--- src/rtl/micro_sequencer_if.sv ---
// Sequencing bus between the microcode controller and the micro-program counter.
// The master drives the microword fields; the slave returns the registered uPC and status flags.
interface micro_sequencer_if #(
  parameter int unsigned UPC_W = 8
);
  logic             i_stall;
  logic [1:0]       i_addr_ctl;
  logic [UPC_W-1:0] i_dispatch;
  logic [UPC_W-1:0] i_branch;
  logic             i_clr_illegal;
  logic [UPC_W-1:0] o_upc;
  logic             o_instr_done;
  logic [3:0]       o_cycle_cnt;
  logic             o_illegal;
  logic             o_wrap;

  modport master (
    output i_stall, i_addr_ctl, i_dispatch, i_branch, i_clr_illegal,
    input  o_upc, o_instr_done, o_cycle_cnt, o_illegal, o_wrap
  );

  modport slave (
    input  i_stall, i_addr_ctl, i_dispatch, i_branch, i_clr_illegal,
    output o_upc, o_instr_done, o_cycle_cnt, o_illegal, o_wrap
  );
endinterface

--- src/rtl/micro_sequencer.sv ---
// Micro-program counter: selects the next MICRO_ROM address from the microword sequencing field,
// counts microcycles per instruction and keeps sticky illegal-dispatch and wrap flags.
module micro_sequencer #(
  parameter int unsigned          UPC_W        = 8,
  parameter logic [UPC_W-1:0]     FETCH_ADDR   = 8'h00,
  parameter logic [UPC_W-1:0]     TRAP_ADDR    = 8'hFE,
  parameter logic [UPC_W-1:0]     ILLEGAL_CODE = 8'hFF
) (
  input  logic              clk,
  input  logic              reset_n,
  micro_sequencer_if.slave  bus
);

  localparam logic [1:0] CTL_FETCH    = 2'b00;
  localparam logic [1:0] CTL_DISPATCH = 2'b01;
  localparam logic [1:0] CTL_NEXT     = 2'b10;
  localparam logic [1:0] CTL_BRANCH   = 2'b11;

  logic [UPC_W-1:0] upc_q, upc_d;
  logic             done_q, done_d;
  logic [3:0]       cnt_q, cnt_d;
  logic             ill_q, ill_d;
  logic             wrap_q, wrap_d;

  always_comb begin
    upc_d  = upc_q;
    done_d = 1'b0;
    cnt_d  = cnt_q;
    ill_d  = ill_q;
    wrap_d = wrap_q;
    if (!bus.i_stall) begin
      // Clear first so a same-edge illegal dispatch below overrides it.
      if (bus.i_clr_illegal) ill_d = 1'b0;
      cnt_d = (cnt_q == 4'hF) ? cnt_q : cnt_q + 4'd1;
      case (bus.i_addr_ctl)
        CTL_FETCH: begin
          upc_d  = FETCH_ADDR;
          cnt_d  = '0;
          done_d = 1'b1;
        end
        CTL_DISPATCH: begin
          if (bus.i_dispatch == ILLEGAL_CODE) begin
            upc_d = TRAP_ADDR;
            ill_d = 1'b1;
          end else begin
            upc_d = bus.i_dispatch;
          end
        end
        CTL_NEXT: begin
          upc_d = upc_q + 1'b1;
          if (&upc_q) wrap_d = 1'b1;
        end
        CTL_BRANCH: upc_d = bus.i_branch;
        default:    upc_d = upc_q;
      endcase
    end
  end

  always_ff @(posedge clk or negedge reset_n) begin
    if (!reset_n) begin
      upc_q  <= FETCH_ADDR;
      done_q <= 1'b0;
      cnt_q  <= '0;
      ill_q  <= 1'b0;
      wrap_q <= 1'b0;
    end else begin
      upc_q  <= upc_d;
      done_q <= done_d;
      cnt_q  <= cnt_d;
      ill_q  <= ill_d;
      wrap_q <= wrap_d;
    end
  end

  assign bus.o_upc        = upc_q;
  assign bus.o_instr_done = done_q;
  assign bus.o_cycle_cnt  = cnt_q;
  assign bus.o_illegal    = ill_q;
  assign bus.o_wrap       = wrap_q;

endmodule

--- src/flat_wrapper.sv ---
// flat-port wrapper written by rule: the top's interface ports become plain ports
module micro_sequencer_flat 
#(
  parameter int unsigned          UPC_W        = 8,
  parameter logic [UPC_W-1:0]     FETCH_ADDR   = 8'h00,
  parameter logic [UPC_W-1:0]     TRAP_ADDR    = 8'hFE,
  parameter logic [UPC_W-1:0]     ILLEGAL_CODE = 8'hFF
)
  (clk, reset_n, bus_i_stall, bus_i_addr_ctl, bus_i_dispatch, bus_i_branch, bus_i_clr_illegal, bus_o_upc, bus_o_instr_done, bus_o_cycle_cnt, bus_o_illegal, bus_o_wrap);
  micro_sequencer_if #(.UPC_W(UPC_W)) bus_i ();
  input  logic clk;
  input  logic reset_n;
  input wire logic [$bits(bus_i.i_stall)-1:0] bus_i_stall;
  input wire logic [$bits(bus_i.i_addr_ctl)-1:0] bus_i_addr_ctl;
  input wire logic [$bits(bus_i.i_dispatch)-1:0] bus_i_dispatch;
  input wire logic [$bits(bus_i.i_branch)-1:0] bus_i_branch;
  input wire logic [$bits(bus_i.i_clr_illegal)-1:0] bus_i_clr_illegal;
  output wire logic [$bits(bus_i.o_upc)-1:0] bus_o_upc;
  output wire logic [$bits(bus_i.o_instr_done)-1:0] bus_o_instr_done;
  output wire logic [$bits(bus_i.o_cycle_cnt)-1:0] bus_o_cycle_cnt;
  output wire logic [$bits(bus_i.o_illegal)-1:0] bus_o_illegal;
  output wire logic [$bits(bus_i.o_wrap)-1:0] bus_o_wrap;
  assign bus_i.i_stall = bus_i_stall;
  assign bus_i.i_addr_ctl = bus_i_addr_ctl;
  assign bus_i.i_dispatch = bus_i_dispatch;
  assign bus_i.i_branch = bus_i_branch;
  assign bus_i.i_clr_illegal = bus_i_clr_illegal;
  assign bus_o_upc = bus_i.o_upc;
  assign bus_o_instr_done = bus_i.o_instr_done;
  assign bus_o_cycle_cnt = bus_i.o_cycle_cnt;
  assign bus_o_illegal = bus_i.o_illegal;
  assign bus_o_wrap = bus_i.o_wrap;
  micro_sequencer #(.UPC_W(UPC_W), .FETCH_ADDR(FETCH_ADDR), .TRAP_ADDR(TRAP_ADDR), .ILLEGAL_CODE(ILLEGAL_CODE)) u_core (.clk(clk), .reset_n(reset_n), .bus(bus_i));
endmodule
--- config.mk ---
export PLATFORM = sky130hd
export DESIGN_NAME = micro_sequencer_flat
export DESIGN_NICKNAME = d
export VERILOG_FILES = /design/src/rtl/micro_sequencer_if.sv /design/src/rtl/micro_sequencer.sv /design/src/flat_wrapper.sv
export SDC_FILE = /design/constraint.sdc
export NUM_CORES = 1
export LEC_CHECK = 0
export BUFFER_PORTS_ARGS = -buffer_cell sky130_fd_sc_hd__buf_2
export CORE_MARGIN = 2
export CORE_UTILIZATION = 45
export DETAILED_ROUTE_END_ITERATION = 10
export GPL_TIMING_DRIVEN = 0
export PLACE_DENSITY = 0.75
export SETUP_SLACK_MARGIN = 0.2
export SYNTH_ARGS = -nofsm -noshare
export SYNTH_HDL_FRONTEND = slang
export SYNTH_SLANG_ARGS = --single-unit
--- constraint.sdc ---
create_clock -name clk -period 2.4 [get_ports clk]
set_clock_uncertainty 0.1 [all_clocks]
set_input_delay 0.12 -clock clk [delete_from_list [all_inputs] [get_ports clk]]
set_output_delay 0.12 -clock clk [all_outputs]
set_load 0.01 [all_outputs]
Word level (Yosys, flattened, before mapping) --
Index checks and enable logic that the tools add are counted.
Storage, ports and cells: input bits 22, word-level logic and storage cells 26, flip-flop bits (word level) 15
Operators by class: bitwise operators 1, muxes and demuxes 9, equality and inequality tests 6, add/subtract/negate cells 2, reduce and logical (&&, ||, !) cells 3
Operator list (count):
- 8-bit one-hot mux with 4 select lines | 1
- 10-bit AND reduction | 1
- 8-bit by 1-bit adder with 8-bit output (second input constant) | 1
- 8-bit equality test (second input constant) | 1
- 4-bit 2-to-1 mux | 2
- 8-bit 2-to-1 mux | 1
- 1-bit 2-to-1 mux | 5
- 4-bit by 1-bit adder with 4-bit output (second input constant) | 1
- 2-bit equality test (second input constant) | 2
- 4-bit equality test (second input constant) | 1
- 2-bit by 1-bit equality test with 1-bit output (second input constant) | 1
- 2-bit logical NOT | 1
- 2-bit inequality test (second input constant) | 1
- 2-bit AND reduction | 1
- 1-bit NOT | 1

Longest topological paths before layout --
Gate-level depths: netlist (run 1).
depth in word-level cells 3, gate-level depth with buffers 4, depth with buffers taken out 4

Worst setup path after synthesis (run 1) --
No wires, ideal clock.
path type register to register, start point reg u_core.upc_q[0], in the netlist u_core.bus.o_upc[0], end point reg u_core.upc_q[6], in the netlist u_core.bus.o_upc[6], stages on the path, launching flop included 5, path slack 0.866 ns, arrival 1.365 ns, cells stage by stage dfrtp_1 ha_1 nand3_1 or4b_1 nand3_1
On the way: cells in the longest elaborated chain, start to end 2
RTL lines:
- start: declaration | RTL line micro_sequencer.sv:19 | logic [UPC_W-1:0] upc_q, upc_d;
- start signal: assignment | RTL line micro_sequencer.sv:67 | upc_q <= upc_d;
- 8-bit by 1-bit adder with 8-bit output | RTL line micro_sequencer.sv:50 | upc_d = upc_q + 1'b1;
- 8-bit one-hot mux with 4 select lines | RTL line micro_sequencer.sv:35 | case (bus.i_addr_ctl)
No other way between the ends. A chain may end at the register's enable or synchronous reset.

Worst setup path in the final report (run 1) --
Ends and elaborated chain as after synthesis.

==> results by stage, run 1 <==
CTS:
- The number of buffers on the longest clock path is 2.
- The clock latency reported for the late side of the worst-skew pair is between 200 and 300 ps.
- The number of levels the H-tree was split into is 1.
- Clock-pin slew was measured on the worst setup and hold paths at around 100 ps.
- After clock tree synthesis, the flow added hold-fix buffers numbering 1.
- The number of resized instances in the post-cts repair step is 0.
- TritonCTS built the clock tree.
- The buffers inserted during post-CTS setup optimization is 0.
- The cell sitting at the root of the clock tree is a sky130_fd_sc_hd__clkbuf_4.
- CTS saw 15 sinks.
- Buffers inserted during clock tree synthesis total 3.

Floorplan:
- The die is 49.6 µm tall.
- The core region is 1960 µm².
- For this design the top-level I/O count stands at 37.
- The chip width is roughly 50 µm.
- The die footprint is between 2000 and 2500 µm².
- For this configuration, the core starts out at a cell density of about 48%.
- The floorplan has 16 rows.

Yosys:
- The share of flip-flops with an asynchronous set or reset is 100%.
- Synthesis instantiated 40 different standard cells from the library.
- The register area share after synthesis is between 40% and 50%.
- The commonest register cell after synthesis is sky130_fd_sc_hd__dfrtp_1.
- When the netlist entered floorplanning its net count stood at around 120.
- The total standard cell area after synthesis is approximately 940 µm².
- Counting flops with a built-in enable in the synthesized netlist gives 0.
- Counting flops and latches in the post-synthesis netlist gives 15.
- Dividing the synthesized area by the synthesized cell count gives around 9.6 µm².
- The number of cells produced by synthesis is 98.
- Yosys printed 0 warnings.

Worst setup path:
- The category of the worst setup path launch point is a flip-flop.
- The worst endpoint required time is ~2500 ps.
- The kind of cell with the highest combined delay on the critical path is simple AND/OR/NAND/NOR gates.
- For this design, the slowest cell found on the critical path is sky130_fd_sc_hd__or4b_1.
- Walking the worst path, the cells encountered are ha_1 -> nand3_1 -> or4b_1 -> nand3_1.
- The cell occurring most often along the worst timing path is sky130_fd_sc_hd__nand3_1.
- The signal arrival time at the worst endpoint is around 1800 ps.
- The largest fanout on the critical path is 6.
- The largest stage delay on the critical path is about 530 ps.
- Together, buffers and inverters on the worst path number 0.
- The endpoint class of the critical path is a flip-flop.
- The critical path is of the flip-flop to flip-flop type.

Power and ir drop:
- The leakage power is between 0.5 and 0.6 nW.
- The worst vdd rail ir drop is between 0.0005 and 0.0006 V.
- Per report_power, the combinational group accounts for between 30% and 40% of the total.
- The net switching power is about 280 µW.
- The internal portion of total power is about 500 µW.
- Net switching is 36.3% of the power.
- The sequential cell fraction of total power is around 48%.
- The ratio of total power to cell area is ~650 nW/µm².
- The clock network accounts for between 10% and 20% of the total power.

Drt:
- The remaining design rule violation count is 0.
- The via count normalized by instance count is between 5 and 6.
- The final wirelength is approximately 2300 µm.
- The first routing iteration left 13 violations.
- The routed length per instance is ~14 µm.
- Detailed routing inserted a total of 916 vias.
- The count of nets left with antenna violations once routing finished came out at 0.
- The number of search-and-repair iterations in the first detailed-routing pass is 4.

STA:
- In the finished design, the share of the clock period the worst path needs comes to approximately two thirds.
- In the final timing run, aggregate negative setup slack is 0 ps.
- Subtracting the final worst setup slack from the clock period gives ~1600 ps.
- The worst pin sits at a relative slew slack of 65.1%.
- The tightest hold path in the finished design has a slack of roughly 14 ps.
- The final worst slack is ~760 ps.
- The number of hold violations in the final report came to 0.
- At the pin with the least slew margin, the transition time is approximately 520 ps.
- Setup repair after global routing left no endpoint under its margin.
- The final number of setup-violating endpoints is 0.
- The peak clock frequency supported by timing is a little over 600 MHz.
- The number of max-slew violations in the final report is 0.

Global route:
- The first global-routing pass estimated roughly 3600 µm of wire.
- Entering global routing, the biggest net connects 16 pins.
- Global routing finished with a remaining overflow of 0.
- The number of global-route vias before repair came to 817.
- The overall routing resource usage is between 10% and 20%.
- The initial antenna violation count is 0.

Cells and area:
- Counting the fill cells in the layout gives ~180.
- The number of nets in the finished design is about 160.
- 0 antenna diodes ended up in the layout.
- Of the cells placed in the final design, the portion with a size suffix greater than 1 is 30.4%.
- The most frequent standard cell in the layout excluding fill and tap cells is sky130_fd_sc_hd__buf_2.
- The synthesis-to-finish area growth is 26.3%.
- The library cells used most frequently in the layout, excluding fill and tap cells, are sky130_fd_sc_hd__buf_2, sky130_fd_sc_hd__dfrtp_1, sky130_fd_sc_hd__mux2i_1, sky130_fd_sc_hd__nand2_1, sky130_fd_sc_hd__nor2_1.

Place:
- The HPWL after detailed placement is 1720 µm.
- The final weighted congestion in routability-driven placement is around 0.9.
- The worst setup slack after placement is 784 ps.
- The number of port buffers is 35.

Run:
- The tool flagged a number of max-cap violations equal to 0.

Status:
- The flow ran to the end, and the final reports show no timing, DRC or antenna violations.

Worst hold path:
- The class of the worst hold path is input port to flip-flop.
==> per-stage QoR <==
stage	total power, mW	instances	util (%)	area (µm²)
2_1_floorplan	0.516	98	-	937
3_3_place_gp	0.611	160	58.4	1150
3_5_place_dp	0.620	160	58.4	1150
4_1_cts	0.769	165	60.3	1180
5_1_grt	0.821	165	60.3	1180
6_report	0.765	165	60.3	1180
==> cell usage after synthesis (all sizes together), types with 2 or more instances <==
master	instances	area share [%]
a21o	2	1.6
a2bb2oi	2	1.9
buf	3	2.1
dfrtp	15	40
ha	2	2.7
inv	5	2.0
mux2i	8	8.5
nand2	8	3.2
nand2b	3	2.0
nand3	4	2.1
nand3b	2	1.6
nand4	4	2.7
nor2	6	2.4
nor3b	2	1.6
o211ai	3	2.4
o21ai	5	2.7
o21bai	2	1.6
o32ai	2	1.9
o41ai	2	1.9
==> power by group through the flow <==
stage	Combinational [mW]	Sequential, mW	Clock (mW)
CTS	0.252	0.365	0.152
global placement	0.245	0.366	0
floorplan	0.130	0.386	0
detailed placement	0.250	0.370	0
finish	0.249	0.366	0.150
global route	0.283	0.377	0.162
==> sequential cells by signal (all words and copies together) (netlist names) <==
| register | count |
|---|---|
| u_core.bus.o_illegal | 1 |
| u_core.bus.o_wrap | 1 |
| u_core.bus.o_cycle_cnt | 4 |
| u_core.bus.o_instr_done | 1 |
| u_core.bus.o_upc | 8 |
==> kinds of logic (layout without fill, tap and decap cells) <==
logic type / Yosys count / count (layout) / synth area share [%]
mux: 9 / 9 / 9.75
xor+xnor: 1 / 1 / 0.935
buf+inv: 9 / 49 / 4.54
fa+ha+maj: 2 / 2 / 2.67
compound gates: 25 / 25 / 19.6
simple gates: 37 / 37 / 22.4
flops: 15 / 15 / 40.1
==> cell type report <==
class / instances / area, µm² / area share, %
clock inverter: 1 / 5.00 / 0.423
inverter: 5 / 18.8 / 1.59
buffer: 4 / 23.8 / 2.01
clock buffer: 3 / 22.5 / 1.90
sequential: 15 / 375 / 31.7
multi-input combinational: 74 / 519 / 43.9
tap: 27 / 33.8 / 2.85
timing repair buffer: 36 / 185 / 15.6
==> tightest hold or removal path, delay by kind of cell <==
family,cells,cell delay [ps]
buffers and inverters,1,100
AOI/OAI and AO/OA,1,90
and+or+nand+nor,1,50
==> layer usage <==
metal | track usage, % | share of wire [%] | vias up
met5 | 0 | 0 | -
met4 | 9.72 | 2.2 | 0
met3 | 2.12 | 5.0 | 5
met2 | 32.2 | 45 | 36
met1 | 24.6 | 48 | 424
li1 | - | - | 451
==> worst paths after layout <==
path | cells after the start | start | slack, ps | end
max | 4 | u_core.bus.o_upc[0] | 760 | u_core.bus.o_upc[6]
min | 3 | bus_i_dispatch[0] | 10 | u_core.bus.o_upc[0]
max reg2reg | 4 | u_core.bus.o_upc[0] | 760 | u_core.bus.o_upc[6]
min reg2reg | 2 | u_core.bus.o_wrap | 370 | u_core.bus.o_wrap
max in group asynchronous | 2 | reset_n | 1780 | u_core.bus.o_upc[7]
min in group asynchronous | 2 | reset_n | 150 | u_core.bus.o_instr_done
Power figures use the tool's default switching activity.
==> run 2: changes to the inputs <==
==> constraint.sdc (replaced) <==
create_clock -name clk -period 1.7 [get_ports clk]
set_clock_uncertainty 0.1 [all_clocks]
set_input_delay 0.085 -clock clk [delete_from_list [all_inputs] [get_ports clk]]
set_output_delay 0.085 -clock clk [all_outputs]
set_load 0.01 [all_outputs]
==> run 2 against run 1 <==
Net effect: critical endpoint is now u_core.bus.o_upc[7]; clock power up 34%; final cell count up 3.0%; utilization increased by 3.6 points.
==> results by stage, run 2 (synthesis results as in run 1) <==
CTS:
- The number of clock buffers inserted by TritonCTS was 3 (unchanged).
- The number of clock sinks seen by CTS is 15 (unchanged).
- The number of levels the H-tree was split into was 1 (unchanged).
- The clock latency reported for the late side of the worst-skew pair is 280 ps (about the same).
- TritonCTS built the clock tree.
- The number of buffers on the longest clock path came to 2 (unchanged).
- The clock-pin slew of the registers on the worst-case setup and hold paths was 90 ps (about the same).
- In this run the clock root is driven by a sky130_fd_sc_hd__clkbuf_4.

Floorplan:
- The chip width came to 49.6 µm (unchanged).
- The die height is 49.6 µm (unchanged).
- The die footprint is 2460 µm² (unchanged).
- The top-level port count is 37 (unchanged).
- The placeable core area is 1960 µm² (unchanged).
- The effective utilization at floorplan was 47.8% (unchanged).
- The placement row count is 16 (unchanged).

STA:
- The setup TNS is 0 ps (unchanged).
- Setup repair after global routing could not meet its margin everywhere.
- The number of hold violations in the final report came to 0 (unchanged).
- The final worst-path cycle share was 88.3% (+20 points).
- The shortest clock period the worst path allows after layout is 1500 ps (-143 ps).
- The worst max-slew margin expressed relative to the limit is 64.0% (-1.1 points).
- The worst-margin pin slew is 540 ps (+17.8 ps).
- The final number of setup-violating endpoints was 0 (unchanged).
- The number of max-slew violations in the final report came to 0 (unchanged).
- The peak clock frequency supported by timing is 666 MHz (+9.5%).

Global route:
- The number of global-route vias before repair is 982 (+20%).
- The overall routing resource usage is 21.6% (+2.3 points).
- The first-pass GRT wire length was 4150 µm (+15%).
- The global-route congestion overflow total is 0 (unchanged).
- The initial antenna violation count is 0 (unchanged).
- The pin count of the biggest net entering global routing came to 16 (unchanged).

Worst setup path:
- By instance count, the cell type seen most on the critical path is sky130_fd_sc_hd__buf_4.
- The critical path is of the flip-flop to flip-flop type.
- The worst endpoint required time is 1820 ps (-720 ps).
- The largest fanout on the critical path is 4 (-2).
- The critical path goes through buf_4 -> buf_4 -> nand4_1 -> or4_1 -> nand3b_1.
- The signal arrival time at the worst endpoint was 1620 ps (-160 ps).
- The kind of cell with the highest combined delay on the critical path is simple AND/OR/NAND/NOR gates.
- The largest stage delay on the critical path was 450 ps (-80 ps).
- For this design, the slowest cell found on the critical path is sky130_fd_sc_hd__or4_1.
- The endpoint class of the critical path is a flip-flop.
- The critical path buffer and inverter count was 2 (+2).
- The worst setup path is launched from a flip-flop.

Place:
- The final weighted congestion in routability-driven placement is 0.824 (-7.9%).
- The HPWL after detailed placement was 1810 µm (+5.2%).
- The number of port buffers is 35 (unchanged).

Drt:
- The routed length per instance was 14.5 µm (+4.7%).
- The via count normalized by instance count is 5.79 (+4.4%).
- The number of search-and-repair iterations in the first detailed-routing pass came to 4 (unchanged).
- The remaining design rule violation count is 0 (unchanged).
- The count of routing violations after the opening detailed-route iteration is 15 (+2).
- The vias after detailed routing was 985 (+7.5%).
- The antenna violation net count after detailed routing was 0 (unchanged).
- The final wirelength came to 2470 µm (+7.8%).

Cells and area:
- The number of nets in the finished design was 168 (+3.1%).
- The synthesis-to-finish area growth is 33.8%.
- The library cells used most frequently in the layout, excluding fill and tap cells, are sky130_fd_sc_hd__buf_2, sky130_fd_sc_hd__dfrtp_1, sky130_fd_sc_hd__mux2i_1, sky130_fd_sc_hd__nand2_1, sky130_fd_sc_hd__nor2_1.
- The number of fill cells came to 179 (-2.7%).
- The number of flip-flops in the largest register is 8 (unchanged).
- The fraction of layout instances using a drive strength above 1 is 34.3% (+3.8 points).
- The most frequent standard cell in the layout excluding fill and tap cells is sky130_fd_sc_hd__buf_2.
- The number of diodes added for antenna fixing is 0 (unchanged).

Power and ir drop:
- The leakage power is 0.612 nW (+3.3%).
- The total power consumption of the routed design was 1.14 mW (+49%).
- The worst vdd rail ir drop came to 0.000632 V (+13%).
- The ratio of total power to cell area is 908 nW/µm² (+41%).

Status:
- The flow ran to the end, and the final reports show no timing, DRC or antenna violations.

Worst hold path:
- The min-delay analysis places its worst path in the category input port to flip-flop.

Run:
- The max-cap violation count is 0 (unchanged).
run 2: repair_timing:
item	4_1_cts	5_1_grt
setup endpoints to repair	3	3
gates resized for setup	1	2
hold buffers	2	0
setup buffers	2	2
hold endpoints to repair	16	0
run 2: worst paths after layout:
path                                     startpoint              endpoint  slack (ps)  cells after the start
max in group asynchronous                   reset_n   u_core.bus.o_upc[0]        1080                      2
worst min-delay path              bus_i_clr_illegal  u_core.bus.o_illegal           2                      3
worst max-delay path            u_core.bus.o_upc[1]   u_core.bus.o_upc[7]         200                      5
worst min register to register    u_core.bus.o_wrap     u_core.bus.o_wrap         370                      2
worst max register to register  u_core.bus.o_upc[1]   u_core.bus.o_upc[7]         200                      5
min in group asynchronous                   reset_n   u_core.bus.o_upc[2]         140                      2
run 2: stage by stage:
stage	hold slack [ps]	instances	setup slack, ps	utilization [%]	area (µm²)
CTS	4.80	168	223	62.3	1220
global route	9.58	170	152	63.9	1250
global placement	-97.0	160	197	58.9	1150
floorplan	-311	98	206	-	946
finish	1.96	170	198	63.9	1250
detailed placement	-90.9	160	158	58.9	1150
run 2: layer usage:
| layer | vias up | wire, µm | track usage (%) |
|---|---|---|---|
| met1 | 480 | 1040 | 27.2 |
| met2 | 43 | 1260 | 36.9 |
| met3 | 4 | 132 | 2.73 |
| met5 | - | 0 | 0 |
| met4 | 0 | 41 | 9.26 |
| li1 | 458 | - | - |
run 2: final cells by class:
type                       instances  area [µm²]  share of cell area, %
buffer                             4        23.8                   1.90
clock buffer                       4        26.3                   2.10
inverter                           5        18.8                   1.50
multi-input combinational         74         549                   43.8
sequential                        15         377                   30.0
tap                               27        33.8                   2.69
timing repair buffer              41         225                   18.0
run 2: worst min-delay path: stages:
cell                       delay (ps)
sky130_fd_sc_hd__buf_2            100
sky130_fd_sc_hd__nand2b_1          60
sky130_fd_sc_hd__a22o_1           110
run 2: power breakdown:
part           switching, mW  internal, mW  total (mW)
Sequential            0.0970         0.427       0.524
Combinational          0.206         0.208       0.414
Clock                  0.110        0.0910       0.201
Total                  0.412         0.726        1.14
